$ cat config.mk
export PLATFORM = sky130hd
export DESIGN_NAME = systolic_skew_loader_flat
export DESIGN_NICKNAME = d
export VERILOG_FILES = /design/src/rtl/systolic_skew_loader_if.sv /design/src/rtl/systolic_skew_loader.sv /design/src/flat_wrapper.sv
export SDC_FILE = /design/constraint.sdc
export NUM_CORES = 1
export LEC_CHECK = 0
export ABC_AREA = 1
export CAP_MARGIN = 0
export CORE_AREA = 5 5 90 92
export CTS_BUF_LIST = sky130_fd_sc_hd__clkbuf_4 sky130_fd_sc_hd__clkbuf_8
export DETAILED_ROUTE_END_ITERATION = 6
export DIE_AREA = 0 0 95 97
export PLACE_DENSITY = 0.64
export SETUP_SLACK_MARGIN = 0.15
export SLEW_MARGIN = 20
export SYNTH_ARGS = -nofsm -noshare
export SYNTH_HDL_FRONTEND = slang
export SYNTH_SLANG_ARGS = --single-unit
$ cat constraint.sdc
create_clock -name clk_i -period 2.5 [get_ports clk_i]
set_input_delay 0.5 -clock clk_i [delete_from_list [all_inputs] [get_ports clk_i]]
set_output_delay 0.5 -clock clk_i [all_outputs]
set_load 0.02 [all_outputs]
$ cat src/rtl/systolic_skew_loader_if.sv
// Serial element stream into the systolic skew loader: one element per
// valid/ready transfer, A elements first (row-major), then B (row-major).
interface systolic_skew_loader_if #(
    parameter int width_p = 8
);
    logic               valid_i;
    logic [width_p-1:0] data_i;
    logic               ready_o;

    // Producer side of the element stream.
    modport master (
        output valid_i,
        output data_i,
        input  ready_o
    );

    // Loader side of the element stream.
    modport slave (
        input  valid_i,
        input  data_i,
        output ready_o
    );
endinterface

$ cat src/rtl/systolic_skew_loader.sv
// Systolic array front end. Buffers an H x K matrix A and a K x W matrix B
// arriving as one serial element stream, then feeds the array edges with the
// diagonal skew a systolic multiply needs: row r carries A[r][t-r] and
// column c carries B[t-c][c] at stream cycle t, each lane with its own valid.
// All lane outputs are decoded from registered state, the stream counter and
// the buffers, so nothing on the input side reaches them combinationally.
module systolic_skew_loader #(
    parameter int width_p        = 8,
    parameter int array_width_p  = 2,
    parameter int array_height_p = 2,
    parameter int depth_p        = 2
) (
    input  logic                                clk_i,
    input  logic                                reset_i,
    input  logic                                en_i,
    input  logic                                flush_i,
    systolic_skew_loader_if.slave               in_if,
    output logic [array_height_p*width_p-1:0]   row_data_o,
    output logic [array_height_p-1:0]           row_valid_o,
    output logic [array_width_p*width_p-1:0]    col_data_o,
    output logic [array_width_p-1:0]            col_valid_o,
    output logic                                done_o
);

    localparam int H      = array_height_p;
    localparam int W      = array_width_p;
    localparam int K      = depth_p;
    localparam int A_N    = H * K;
    localparam int B_N    = K * W;
    localparam int MAX_N  = (A_N > B_N) ? A_N : B_N;
    localparam int MAX_HW = (H > W) ? H : W;
    // Last row/column lane finishes K cycles after it starts; the widest edge
    // starts MAX_HW-1 cycles late.
    localparam int T_LEN  = K + MAX_HW - 1;
    localparam int CNT_W  = $clog2(MAX_N + 1);
    localparam int T_W    = $clog2(T_LEN + 1);

    typedef enum logic [1:0] {
        S_LOAD_A = 2'd0,
        S_LOAD_B = 2'd1,
        S_STREAM = 2'd2,
        S_DONE   = 2'd3
    } state_t;

    state_t             state, state_nxt;
    logic [CNT_W-1:0]   ld_cnt, ld_cnt_nxt;
    logic [T_W-1:0]     t, t_nxt;
    logic               a_we, b_we;
    logic               ready;
    logic               xfer;

    // Flat row-major buffers: element n of each load lands at index n, so
    // A[r][k] sits at r*K+k and B[k][c] at k*W+c. Never reset; every read is
    // gated by a lane valid, so stale contents cannot leak.
    logic [width_p-1:0] a_mem [A_N];
    logic [width_p-1:0] b_mem [B_N];

    assign ready        = en_i & ~reset_i & ((state == S_LOAD_A) | (state == S_LOAD_B));
    assign in_if.ready_o = ready;
    assign xfer         = in_if.valid_i & ready;

    // Control registers: state and both counters; held whenever next equals current.
    always_ff @(posedge clk_i) begin
        if (reset_i) begin
            state  <= S_LOAD_A;
            ld_cnt <= '0;
            t      <= '0;
        end else begin
            state  <= state_nxt;
            ld_cnt <= ld_cnt_nxt;
            t      <= t_nxt;
        end
    end

    // Next-state logic: loads advance on transfers, stream advances every enabled cycle.
    always_comb begin
        state_nxt  = state;
        ld_cnt_nxt = ld_cnt;
        t_nxt      = t;
        a_we       = 1'b0;
        b_we       = 1'b0;
        if (en_i) begin
            if (flush_i) begin
                // Abort: discard any partial tile; a coincident transfer is dropped.
                state_nxt  = S_LOAD_A;
                ld_cnt_nxt = '0;
                t_nxt      = '0;
            end else begin
                unique case (state)
                    S_LOAD_A: begin
                        if (xfer) begin
                            a_we = 1'b1;
                            if (ld_cnt == CNT_W'(A_N - 1)) begin
                                state_nxt  = S_LOAD_B;
                                ld_cnt_nxt = '0;
                            end else begin
                                ld_cnt_nxt = ld_cnt + 1'b1;
                            end
                        end
                    end
                    S_LOAD_B: begin
                        if (xfer) begin
                            b_we = 1'b1;
                            if (ld_cnt == CNT_W'(B_N - 1)) begin
                                state_nxt  = S_STREAM;
                                ld_cnt_nxt = '0;
                                t_nxt      = '0;
                            end else begin
                                ld_cnt_nxt = ld_cnt + 1'b1;
                            end
                        end
                    end
                    S_STREAM: begin
                        if (t == T_W'(T_LEN - 1)) begin
                            state_nxt = S_DONE;
                            t_nxt     = '0;
                        end else begin
                            t_nxt = t + 1'b1;
                        end
                    end
                    S_DONE: begin
                        state_nxt = S_LOAD_A;
                    end
                    default: begin
                        state_nxt = S_LOAD_A;
                    end
                endcase
            end
        end
    end

    // A buffer write: the element counter selects the row-major slot.
    always_ff @(posedge clk_i) begin
        for (int i = 0; i < A_N; i++) begin
            if (a_we && (ld_cnt == CNT_W'(i))) begin
                a_mem[i] <= in_if.data_i;
            end
        end
    end

    // B buffer write: the element counter selects the row-major slot.
    always_ff @(posedge clk_i) begin
        for (int i = 0; i < B_N; i++) begin
            if (b_we && (ld_cnt == CNT_W'(i))) begin
                b_mem[i] <= in_if.data_i;
            end
        end
    end

    // Skewed lane decode: lane r (or c) is live when t-r (or t-c) falls in [0, K).
    always_comb begin
        row_data_o  = '0;
        row_valid_o = '0;
        col_data_o  = '0;
        col_valid_o = '0;
        done_o      = 1'b0;
        if (en_i && !reset_i) begin
            if (state == S_STREAM) begin
                for (int r = 0; r < H; r++) begin
                    for (int k = 0; k < K; k++) begin
                        if (t == T_W'(r + k)) begin
                            row_valid_o[r]                   = 1'b1;
                            row_data_o[r*width_p +: width_p] = a_mem[r*K + k];
                        end
                    end
                end
                for (int c = 0; c < W; c++) begin
                    for (int k = 0; k < K; k++) begin
                        if (t == T_W'(c + k)) begin
                            col_valid_o[c]                   = 1'b1;
                            col_data_o[c*width_p +: width_p] = b_mem[k*W + c];
                        end
                    end
                end
            end
            done_o = (state == S_DONE);
        end
    end

endmodule
$ cat src/flat_wrapper.sv
// flat-port wrapper written by rule: the top's interface ports become plain ports
module systolic_skew_loader_flat 
#(
    parameter int width_p        = 8,
    parameter int array_width_p  = 2,
    parameter int array_height_p = 2,
    parameter int depth_p        = 2
)
  (clk_i, reset_i, en_i, flush_i, row_data_o, row_valid_o, col_data_o, col_valid_o, done_o, in_if_valid_i, in_if_data_i, in_if_ready_o);
  systolic_skew_loader_if #(.width_p(width_p)) in_if_i ();
  input  logic clk_i;
  input  logic reset_i;
  input  logic en_i;
  input  logic flush_i;
  output logic [array_height_p*width_p-1:0] row_data_o;
  output logic [array_height_p-1:0] row_valid_o;
  output logic [array_width_p*width_p-1:0] col_data_o;
  output logic [array_width_p-1:0] col_valid_o;
  output logic done_o;
  input wire logic [$bits(in_if_i.valid_i)-1:0] in_if_valid_i;
  input wire logic [$bits(in_if_i.data_i)-1:0] in_if_data_i;
  output wire logic [$bits(in_if_i.ready_o)-1:0] in_if_ready_o;
  assign in_if_i.valid_i = in_if_valid_i;
  assign in_if_i.data_i = in_if_data_i;
  assign in_if_ready_o = in_if_i.ready_o;
  systolic_skew_loader #(.width_p(width_p), .array_width_p(array_width_p), .array_height_p(array_height_p), .depth_p(depth_p)) u_core (.clk_i(clk_i), .reset_i(reset_i), .en_i(en_i), .flush_i(flush_i), .in_if(in_if_i), .row_data_o(row_data_o), .row_valid_o(row_valid_o), .col_data_o(col_data_o), .col_valid_o(col_valid_o), .done_o(done_o));
endmodule
==> qor.yml <==
die:
  start_util_pct: 43.9
  fp.dieH_um: 97
  die_w_um: 95
  row_count: 31
  core_sq_um: 7140
  ios: 51
  die-area_sq_um: 9220
clock_network:
  cts_setup_buffers: 0
  h-tree-depth: 3
  clk_path_buf_depth: 2
  clk-insertion-delay-late_ns: 0.34
  cts_tree: "built"
  cts.clk_slew.worst_paths_ns: 0.07
  cts_sinks: 71
  cts_buffers: 9
  root_buffer: "clkbuf_8"
timing:
  fin_skew_ns: 0.00367
  rsz0062_at_grt: "no"
  period_needed_ns: 2.24
  hold_viol: 0
  setup_viol: 0
  fin_ws_ns: 0.257
  max-slew-margin-rel_pct: 76.8
  fin_crit_sh_pct: 89.7
  max_freq_mhz: 446
  tightest_slew_ns: 0.347
  maxSlewViolCount: 0
placed_design:
  dp_hpwl_um: 4590
  place.port_buffers: 50
  dp.cells: 417
  gp_congestion: 0.773
  dp_slack_ns: -0.221
hold_path:
  hold_end: "u_core.ld_cnt[0]"
  hold_path_depth: 2
  min-delay-start: "u_core.ld_cnt[0]"
  hold_path.class: "reg -> reg"
synth:
  async_reset_ff_share_pct: 0
  ys_ff_latch: 71
  synth_flop_cell: "edfxtp_1"
  ys_seq_area_share_pct: 65.8
  synthTopCellsByArea: "edfxtp_1, nor2_1, ha_1, dfxtp_1, a22oi_1"
  syn-num-nets: 286
  synth_top_area_share_pct: 61.3
  yosysMostFrequentCell: "edfxtp_1"
  syn_area_per_cell_sq_um: 12.1
  synth.top_cells.by_count: "edfxtp_1, nor2_1, nand2_1"
  ys_types: 25
  syn_area_sq_um: 3130
  synth_cells: 260
  synth.largest_area_cell: "edfxtp_1"
  yosysWarnings: 0
  synth_edf_count: 64
cells_and_area:
  area_growth_pct: 24.6
  fin_cells: 433
  fin_util_pct: 54.7
  nets: 355
  diodes: 0
  drive_above_1_share_pct: 30.2
routing:
  first_iter_violations: 94
  routed_wl_um: 6600
  drt.antenna.violating_nets: 0
  vias_per_cell: 4.81
  drc_errors: 0
  firstDrtPassIters: 5
  wl_per_cell_um: 15.2
  vias: 2081
setup_path:
  path_delay_family: "buffers and inverters"
  crit_required_ns: 2.00
  crit_slowest_cell: "dfxtp_2"
  critPathMaxStageDelay_ns: 0.36
  reg2reg_to: "u_core.b_mem[0][0]"
  r2r-start: "u_core.state[0]"
  cp_num_buf_inv: 3
  worstSetupPathType: "reg -> out"
  reg2regPathDepth: 11
  path_cells: "inv_1 > ha_2 > nor2_4 > buf_12 > a22oi_1 > nor2_1 > clkdlybuf4s15_2"
  critPathLaunchType: "flip-flop"
  r2r_setup_slack_ns: 0.56
  crit_arrival_ns: 1.74
  end_kind: "output pin"
  crit_fanout: 16
global_route:
  grt_pass1_wl_um: 10600
  first_global_vias: 2147
  antenna_found_initial: 0
  grt_max_degree: 18
  overflow: 0
  grt_usage_pct: 15.2
flow_run:
  cap_violations: 0
pwr:
  peakVddDrop_uv: 373
  leakagePower_uw: 0.00152
  total_power_uw: 2430
  power_density_nw_per_um2: 623
run_status:
  status: "complete, no violations"
==> how the worst max path moves through the flow <==
stage                    startpoint        endpoint  depth (start not counted)
finish                  u_core.t[0]  row_data_o[11]                          7
global route            u_core.t[0]  col_data_o[12]                          7
CTS                     u_core.t[0]   row_data_o[4]                          7
detailed placement             en_i   row_data_o[4]                          6
global placement               en_i   row_data_o[4]                          6
floorplan           u_core.state[0]   row_data_o[0]                          7
==> sequential cells by signal, summed over array words and instances, names as in the netlist <==
register / count
u_core.a_mem: 32
u_core.b_mem: 32
u_core.ld_cnt: 3
u_core.state: 2
u_core.t: 2
==> worst min-delay path, cell delays in order, from the launching register on <==
cell and delay, ns:
dfxtp_1 0.34, nand3_1 0.09, a21oi_1 0.07
==> layout by cell type, fill, tap and decap left out, drive strengths merged, types with 12 or more instances in the layout <==
master / Yosys / layout
a22oi: 16 / 16
inv: 21 / 21
edfxtp: 64 / 64
buf: 10 / 31
clkbuf: 2 / 33
ha: 13 / 13
nand2: 22 / 22
nor2: 64 / 64
clkdlybuf4s50: 0 / 12
nor3: 22 / 22
==> final cells by class <==
cell class	count	area, sq um
inverter	21	86.3
multi-input combinational	156	940
fill	654	3230
tap	99	124
timing repair buffer	70	514
clock buffer	14	168
sequential	71	2060
clock inverter	2	8.76
==> layer usage <==
metal / global-route usage, % / up-vias / share of wire (%)
li1: - / 1035 / -
met2: 25.6 / 56 / 52
met4: 3.66 / 0 / 0.50
met5: 0 / - / 0
met1: 17.9 / 986 / 41
met3: 6.28 / 4 / 6.1
==> kinds of logic (layout without fill, tap and decap cells) <==
kind of cell | after synthesis | count (layout) | synth area share (%)
flops | 71 | 71 | 65.8
buf+inv | 33 | 107 | 4.95
compound gates | 23 | 23 | 5.07
fa+ha+maj | 13 | 13 | 5.19
simple gates | 120 | 120 | 19.0
==> report_power, final <==
| group | internal (uW) | switching (uW) | total, uW |
|---|---|---|---|
| Clock | 427 | 376 | 803 |
| Sequential | 1310 | 9.20 | 1310 |
| Combinational | 122 | 192 | 315 |
| Total | 1860 | 577 | 2430 |
==> metrics by stage <==
step	hold WS (ns)	setup TNS, ns	cell area (sq um)
2_1_floorplan	0.487	0	3130
3_3_place_gp	0.510	-3.51	3840
4_1_cts	0.538	0	4020
5_1_grt	0.565	0	3900
6_report	0.541	0	3900
3_5_place_dp	0.527	-3.85	3840
==> repair_timing <==
action | in CTS | in global routing
endpoints found under the setup margin | 38 | 30
hold buffers | 0 | 0
gates resized for setup | 78 | 54
gates cloned | 0 | 0
No activity file was read; power rests on OpenSTA's default activity.
